`src/rtl/dvs_fifo_read_arbiter_if.sv`:
```
// Read-port bundle between the DVS FIFO arbiter and its event consumers.
interface dvs_fifo_read_arbiter_if #(
    parameter int unsigned NUM_REQ = 4
);
    localparam int unsigned OW = $clog2(NUM_REQ);

    logic [NUM_REQ-1:0] req;
    logic [NUM_REQ-1:0] rd_en;
    logic               fifo_empty;
    logic [NUM_REQ-1:0] grant;
    logic               fifo_rd_en;
    logic [OW-1:0]      owner;
    logic               busy;
    logic               timeout_err;
    logic               stray_rd_err;

    // Consumer / FIFO side
    modport master (
        output req, rd_en, fifo_empty,
        input  grant, fifo_rd_en, owner, busy, timeout_err, stray_rd_err
    );

    // Arbiter side
    modport slave (
        input  req, rd_en, fifo_empty,
        output grant, fifo_rd_en, owner, busy, timeout_err, stray_rd_err
    );
endinterface

```
`src/rtl/dvs_fifo_read_arbiter.sv`:
```
// Round-robin arbiter sharing the DVS event FIFO read port among NUM_REQ consumers.
// One outstanding read at a time; stalled owners are revoked after GRANT_TIMEOUT cycles.
module dvs_fifo_read_arbiter #(
    parameter int unsigned NUM_REQ       = 4,
    parameter int unsigned GRANT_TIMEOUT = 8
) (
    input  logic                    clk,
    input  logic                    rst_n,
    dvs_fifo_read_arbiter_if.slave  bus
);
    localparam int unsigned OW = $clog2(NUM_REQ);
    localparam int unsigned TW = 8;

    typedef enum logic [1:0] {IDLE, GRANT, WAIT_RD, DATA} state_t;

    state_t             state_q, state_d;
    logic [OW-1:0]      ptr_q, ptr_d;
    logic [OW-1:0]      owner_q, owner_d;
    logic [OW-1:0]      owner_inc;
    logic [OW-1:0]      winner;
    logic [OW:0]        scan;
    logic               found;
    logic [TW-1:0]      timer_q, timer_d;
    logic [NUM_REQ-1:0] grant_q, grant_d;
    logic [NUM_REQ-1:0] owner_mask;
    logic               owner_rd;
    logic               busy_q;
    logic               stray_q, stray_d;
    logic               timeout_c;

    assign owner_mask = NUM_REQ'(1) << owner_q;
    assign owner_rd   = bus.rd_en[owner_q];
    assign owner_inc  = (owner_q == OW'(NUM_REQ - 1)) ? '0 : owner_q + OW'(1);

    // First requesting index at or above ptr, wrapping past NUM_REQ-1
    always_comb begin
        winner = '0;
        found  = 1'b0;
        scan   = '0;
        for (int unsigned i = 0; i < NUM_REQ; i++) begin
            scan = (OW+1)'(ptr_q) + (OW+1)'(i);
            if (scan >= (OW+1)'(NUM_REQ)) begin
                scan = scan - (OW+1)'(NUM_REQ);
            end
            if (!found && bus.req[scan[OW-1:0]]) begin
                found  = 1'b1;
                winner = scan[OW-1:0];
            end
        end
    end

    // Next-state, pointer, timer and registered-output values
    always_comb begin
        state_d   = state_q;
        ptr_d     = ptr_q;
        owner_d   = owner_q;
        timer_d   = timer_q;
        grant_d   = '0;
        timeout_c = 1'b0;
        case (state_q)
            IDLE: begin
                if (found && !bus.fifo_empty) begin
                    owner_d = winner;
                    grant_d = NUM_REQ'(1) << winner;
                    state_d = GRANT;
                end
            end
            GRANT: begin
                state_d = WAIT_RD;
            end
            WAIT_RD: begin
                if (owner_rd) begin
                    timer_d = '0;
                    state_d = DATA;
                end else if (timer_q == TW'(GRANT_TIMEOUT - 1)) begin
                    timeout_c = 1'b1;
                    ptr_d     = owner_inc;
                    timer_d   = '0;
                    state_d   = IDLE;
                end else begin
                    timer_d = timer_q + TW'(1);
                end
            end
            DATA: begin
                ptr_d   = owner_inc;
                state_d = IDLE;
            end
            default: begin
                state_d = IDLE;
            end
        endcase
        // Only the owner's rd_en during WAIT_RD is legitimate
        stray_d = |(bus.rd_en & ~((state_q == WAIT_RD) ? owner_mask : '0));
    end

    // State and registered outputs
    always_ff @(posedge clk or negedge rst_n) begin
        if (!rst_n) begin
            state_q <= IDLE;
            ptr_q   <= '0;
            owner_q <= '0;
            timer_q <= '0;
            grant_q <= '0;
            busy_q  <= 1'b0;
            stray_q <= 1'b0;
        end else begin
            state_q <= state_d;
            ptr_q   <= ptr_d;
            owner_q <= owner_d;
            timer_q <= timer_d;
            grant_q <= grant_d;
            busy_q  <= (state_d != IDLE);
            stray_q <= stray_d;
        end
    end

    // Owner's read enable passes straight to the FIFO while it holds WAIT_RD
    assign bus.fifo_rd_en   = (state_q == WAIT_RD) && owner_rd;
    assign bus.timeout_err  = timeout_c;
    assign bus.grant        = grant_q;
    assign bus.owner        = owner_q;
    assign bus.busy         = busy_q;
    assign bus.stray_rd_err = stray_q;
endmodule

```
`src/flat_wrapper.sv`:
```
// flat-port wrapper written by rule: the top's interface ports become plain ports
module dvs_fifo_read_arbiter_flat 
#(
    parameter int unsigned NUM_REQ       = 4,
    parameter int unsigned GRANT_TIMEOUT = 8
)
  (clk, rst_n, bus_req, bus_rd_en, bus_fifo_empty, bus_grant, bus_fifo_rd_en, bus_owner, bus_busy, bus_timeout_err, bus_stray_rd_err);
  dvs_fifo_read_arbiter_if #(.NUM_REQ(NUM_REQ)) bus_i ();
  input  logic clk;
  input  logic rst_n;
  input wire logic [$bits(bus_i.req)-1:0] bus_req;
  input wire logic [$bits(bus_i.rd_en)-1:0] bus_rd_en;
  input wire logic [$bits(bus_i.fifo_empty)-1:0] bus_fifo_empty;
  output wire logic [$bits(bus_i.grant)-1:0] bus_grant;
  output wire logic [$bits(bus_i.fifo_rd_en)-1:0] bus_fifo_rd_en;
  output wire logic [$bits(bus_i.owner)-1:0] bus_owner;
  output wire logic [$bits(bus_i.busy)-1:0] bus_busy;
  output wire logic [$bits(bus_i.timeout_err)-1:0] bus_timeout_err;
  output wire logic [$bits(bus_i.stray_rd_err)-1:0] bus_stray_rd_err;
  assign bus_i.req = bus_req;
  assign bus_i.rd_en = bus_rd_en;
  assign bus_i.fifo_empty = bus_fifo_empty;
  assign bus_grant = bus_i.grant;
  assign bus_fifo_rd_en = bus_i.fifo_rd_en;
  assign bus_owner = bus_i.owner;
  assign bus_busy = bus_i.busy;
  assign bus_timeout_err = bus_i.timeout_err;
  assign bus_stray_rd_err = bus_i.stray_rd_err;
  dvs_fifo_read_arbiter #(.NUM_REQ(NUM_REQ), .GRANT_TIMEOUT(GRANT_TIMEOUT)) u_core (.clk(clk), .rst_n(rst_n), .bus(bus_i));
endmodule
```
`config.mk`:
```
export PLATFORM = sky130hd
export DESIGN_NAME = dvs_fifo_read_arbiter_flat
export DESIGN_NICKNAME = d
export VERILOG_FILES = /design/src/rtl/dvs_fifo_read_arbiter_if.sv /design/src/rtl/dvs_fifo_read_arbiter.sv /design/src/flat_wrapper.sv
export SDC_FILE = /design/constraint.sdc
export NUM_CORES = 1
export LEC_CHECK = 0
export CAP_MARGIN = 20
export CORE_MARGIN = 2
export CORE_UTILIZATION = 24
export DETAILED_ROUTE_END_ITERATION = 7
export SETUP_SLACK_MARGIN = 0.3
export SLEW_MARGIN = 40
export SYNTH_ARGS = -nofsm -noshare
export SYNTH_HDL_FRONTEND = slang
export SYNTH_SLANG_ARGS = --single-unit
```
`constraint.sdc`:
```
create_clock -name clk -period 4.9 [get_ports clk]
set_clock_uncertainty 0.15 [all_clocks]
set_input_delay 0.98 -clock clk [delete_from_list [all_inputs] [get_ports clk]]
set_output_delay 0.98 -clock clk [all_outputs]
set_load 0.05 [all_outputs]
```
# After elaboration in Yosys (flattened, before gate mapping)
# Index checks and enable logic that the tools add are counted.
dict set report op_classes {
  bitwise_logic 2
  eq_ne 7
  mux 38
  shifts 2
  addsub 9
  reduce_logical 15
  magnitude_cmp 9
}
# cell count
set ops {}
lappend ops {{two-way mux 2 bit} 14}
lappend ops {{two-way mux 8 bit} 2}
lappend ops {{< comparator 2 x 3 -> 1 bit, second input constant} 5}
lappend ops {{two-way mux 1 bit} 12}
lappend ops {{two-way mux 4 bit} 3}
lappend ops {{binary-select mux 1 bit (select 2 bit)} 5}
lappend ops {{greater-or-equal comparator 3 bit, second input constant} 3}
lappend ops {{adder 8 x 1 -> 8 bit, second input constant} 1}
lappend ops {{equality test 8 x 3 -> 1 bit, second input constant} 1}
lappend ops {{one-hot mux 2 bit (4 select lines)} 1}
lappend ops {{left shift 1 x 2 -> 4 bit, first input constant} 2}
lappend ops {{subtractor 2 x 1 -> 2 bit, second input constant} 4}
lappend ops {{adder 2 x 2 -> 3 bit, second input constant} 2}
lappend ops {{equality test 2 bit, second input constant} 3}
lappend ops {{logical AND 1 bit} 5}
lappend ops {{AND 4 bit} 1}
lappend ops {{logical NOT 1 bit} 4}
lappend ops {{inverter 4 bit} 1}
lappend ops {{one-hot mux 2 bit (2 select lines)} 1}
lappend ops {{nonzero test 2 bit} 2}
lappend ops {{OR reduction 4 bit} 1}
lappend ops {{adder 2 x 1 -> 3 bit, second input constant} 1}
lappend ops {{greater-or-equal comparator 2 x 3 -> 1 bit, second input constant} 1}
lappend ops {{AND reduction 3 bit} 1}
lappend ops {{6 further kinds} 6}
dict set report word_totals {
  register_bits 20
  out_inout_bits 10
  elab_cells 89
  input_bits 11
}

# Depth between registers and ports, before layout
# Gate-level depths: netlist (run 1).
dict set report depth {
  word_depth 18
  ltp_mapped 5
}

# Least setup slack after synthesis (run 1)
# Ideal clock, no wire load.
dict set report synth_path {
  path_type {input port to output port}
  from {input bus_rd_en[3]}
  to {output bus_timeout_err}
  path_stages 3
  setup_slack_ns 1.031
  t_required_ns 3.770
  t_arrival_ns 2.739
  cell_sequence {mux4_2 > buf_2 > nor3_1}
}
dict set report synth_via {
  elab_chain_cells 4
}
# element line
set synth_rtl {}
lappend synth_rtl {{from (decl)} flat_wrapper.sv:12} ;# input wire logic [$bits(bus_i.rd_en)-1:0] bus_rd_en;
lappend synth_rtl {{binary-select mux 1 bit (select 2 bit)} dvs_fifo_read_arbiter.sv:32} ;# assign owner_rd = bus.rd_en[owner_q];
lappend synth_rtl {{two-way mux 1 bit (not written as such)} dvs_fifo_read_arbiter.sv:32}
lappend synth_rtl {{two-way mux 1 bit} dvs_fifo_read_arbiter.sv:72} ;# if (owner_rd) begin
lappend synth_rtl {{two-way mux 1 bit} dvs_fifo_read_arbiter.sv:60} ;# case (state_q)
lappend synth_rtl {{to (decl)} flat_wrapper.sv:18} ;# output wire logic [$bits(bus_i.timeout_err)-1:0] bus_timeout_err;
# Every way passes these cells. The select of a mux whose other input is x is not followed.

# Worst setup path after layout (run 1)
# Same ends and word-level chain as after synthesis.

==> summary.md, run 1 <==
| Metric | Value |
|---|---|
| Clk_lat worst skew | 0.25 ns |
| Ys Warns | 0 |
| Peak Freq | 237 MHz |
| Final-report hold violation count | 0 |
| DRC Markers | 0 |
| Syn nets | 132 |
| Initial drt markers | 16 |
| Reg-to-Reg Start | u_core.bus.owner[0] |
| WHS | 0.379 ns |
| Power Dens Cells | 543 nW/µm² |
| Core Rows | 24 |
| H-tree depth | 1 |
| Min Tclk post-route | 4.21 ns |
| DRT Pass-1 Iters | 4 |
| Crit share post-route | 86.0% |
| Status | complete, no violations |
| Number of antenna diodes | 0 |
| Clock buffer depth | 2 |
| Layout cells sized above 1 | 6.62% |
| Synth Register Bits | 20 |
| Final nets | 153 |
| Slew at the pin with the worst max-slew slack | 0.755 ns |
| Die width | 71.6 µm |
| Static leakage power | 0.562 nW |
| HP Start | u_core.timer_q[1] |
| Final setup TNS | 0 ns |
| Area leader, netlist | dfrtp_1 |
| Fillers | 457 |
| First-pass GRT wire length | 4.15 mm |
| Setup crit start kind | input port |
| R2r endpoint | u_core.ptr_q[1] |
| Syn Std Cell Area | 1100 µm² |
| Met2 usage | 17.8% |
| Worst slew margin | 49.0% |
| Area Overhead vs Synth | 27.3% |
| Critical Path RT | 3.77 ns |
| Hold Buf Count CTS | 0 |
| Overall Global Routing Usage | 9.99% |
| Hold endpoint | u_core.timer_q[1] |
| Crit-path max FO | 11 |
| Largest net degree at the start of global routing | 21 |
| Ports | 21 |
| Crit path kind | in2out |
| Global routing's busiest layer | met2 |
| Vias in the first global route | 994 |
| Crit. End Element | output pin |
| Setup Fix Bufs, Post-CTS | 0 |
| Max cap viols | 0 |
| Area contributors post-synth | dfrtp_1 46%, o21ai_0 6.8%, ha_1 5.7% |
| Clock transition at path regs | 0.07 ns |
| Starting density of the core | 25.0% |
| Core box area | 4380 µm² |
| Port Buf Inserts | 20 |
| VDD IR max | 0.233 mV |
| Hold Crit Depth | 2 |
| Synthesized instance count | 116 |
| Total number of vias | 948 |
| Vias per Instance | 5.04 |
| FF-to-FF path depth | 4 |
| Die area | 5130 µm² |
| Post-synthesis sequential area ratio | 45.6% |
| Total CTS buffers | 3 |
| Die Y-Extent | 71.6 µm |
| Avg Synthesized Cell Area | 9.46 µm² |
| Setup slack, reg-to-reg | 2.76 ns |
| Sinks on Clock Net | 20 |
| Met3 Resource Use GR | 1.69% |
| Worst EP arrival | 3.08 ns |
| CTS tree | built |
| Clk Tree Root Cell | clkbuf_8 |
| Post-Route WL | 2.38 mm |
| RSZ-0062 raised after global routing | false |
| Detail-routed net length per standard cell | 12.7 µm |
| Antenna violations before repair | 0 |
| Slew Viols, Final | 0 |
| Final setup vio count | 0 |
| Routability cong. | 0.831 |
| Cell variety after synth | 36 |
| Resized Gates After CTS | 0 |
| Post-synth top area share | 45.6% |
| Remaining antenna violation count | 0 |
| Hold WC Path Type | reg2reg |
| Hpwl dp | 1.87 mm |
| Met1 global-route usage | 11.7% |
| Total grt overflow | 0 |
sequential cells by signal, indices dropped and copies added, names as in the netlist:
signal / count
u_core.bus.busy: 1
u_core.bus.grant: 4
u_core.bus.owner: 2
u_core.bus.stray_rd_err: 1
u_core.ptr_q: 2
u_core.state_q: 2
u_core.timer_q: 8
where the power goes:
| group | internal, mW | leakage, nW | total, mW | switching, mW |
|---|---|---|---|---|
| clock | 0.0715 | 0.0288 | 0.126 | 0.0541 |
| combinational | 0.135 | 0.278 | 0.357 | 0.223 |
| sequential | 0.216 | 0.255 | 0.275 | 0.0590 |
cells in the mapped netlist:
master,number
dfrtp_1,20
nand2_1,16
o21ai_0,15
nor2_1,7
ha_1,5
nor3_1,5
nand2b_1,4
clkbuf_1,3
inv_1,3
nand3_1,3
nor2b_1,3
a21boi_0,2
a21oi_1,2
a22oi_1,2
a31oi_1,2
mux2_1,2
o31ai_1,2
or4_1,2
a21o_1,1
a22o_1,1
and3_1,1
and4_1,1
buf_2,1
mux4_2,1
nand4_1,1
nor2_4,1
nor3b_1,1
nor4_2,1
o21a_1,1
o21ai_1,1
o21ba_2,1
o21bai_1,1
o41a_1,1
o41ai_1,1
or3_1,1
xnor2_1,1
per-layer routing:
layer	part of all wire [%]	wire length, µm
met4	0.38	9
met1	43	1030
met3	3.8	91
met2	53	1250
met5	0	0
worst max-delay path: stages:
cell and delay (ns):
clkdlybuf4s50_1 0.42, mux4_2 0.62, nor3_1 0.22, clkdlybuf4s50_1 0.84
kinds of logic (layout without fill, tap and decap cells):
family          after synthesis  after routing  synth area share (%)
simple gates                 47             47                  22.2
fa+ha+maj                     5              5                  5.70
buf+inv                       7             27                  2.51
compound gates               33             33                  19.0
flops                        20             20                  45.6
mux                           3              3                  4.10
xor+xnor                      1              1                 0.798
layout by cell type, fill, tap and decap left out, drive strengths merged, types with 2 or more instances in the layout:
cell           count
nor2b              3
a21oi              2
clkdlybuf4s50     19
a22oi              2
nand2             16
dfrtp             20
or4                2
mux2               2
inv                3
clkbuf             4
ha                 5
o21ai             16
o31ai              2
nor2               8
a21boi             2
nand2b             4
a31oi              2
nand3              3
nor3               5
worst max-delay path by stage:
stage / start / end / slack [ns] / depth (start not counted)
after floorplan: bus_rd_en[3] / bus_timeout_err / 1.03 / 3
after global placement: bus_rd_en[3] / bus_timeout_err / 0.70 / 4
after detailed placement: bus_rd_en[0] / bus_timeout_err / 0.68 / 4
after CTS: bus_rd_en[0] / bus_timeout_err / 0.68 / 4
after global routing: bus_rd_en[0] / bus_timeout_err / 0.58 / 4
final: bus_rd_en[3] / bus_timeout_err / 0.69 / 4
per-stage QoR:
| step | cells | worst slack (ns) | utilization [%] | area, µm² | power [mW] |
|---|---|---|---|---|---|
| floorplan | 116 | 1.03 | - | 1100 | 0.529 |
| CTS | 188 | 0.682 | 31.8 | 1400 | 0.763 |
| detailed placement | 184 | 0.682 | 30.6 | 1340 | 0.635 |
| global route | 188 | 0.577 | 31.8 | 1400 | 0.816 |
| global placement | 184 | 0.704 | 30.7 | 1350 | 0.628 |
| finish | 188 | 0.687 | 31.8 | 1400 | 0.758 |
area by class of cell:
type | instances | area [µm²] | area share (%)
Tap cell | 52 | 65.1 | 4.66
Clock buffer | 4 | 55.1 | 3.94
Multi-Input combinational cell | 89 | 569 | 40.8
Timing Repair Buffer | 20 | 195 | 14.0
Inverter | 3 | 11.3 | 0.806
Sequential cell | 20 | 500 | 35.8
No activity file was read; power rests on OpenSTA's default activity.
==> inputs of run 2 (changes only) <==
HOLD_SLACK_MARGIN = 0.05   (was default)
==> results of run 2 <==
Final layout, timing and power as in run 1 (identical DEF).
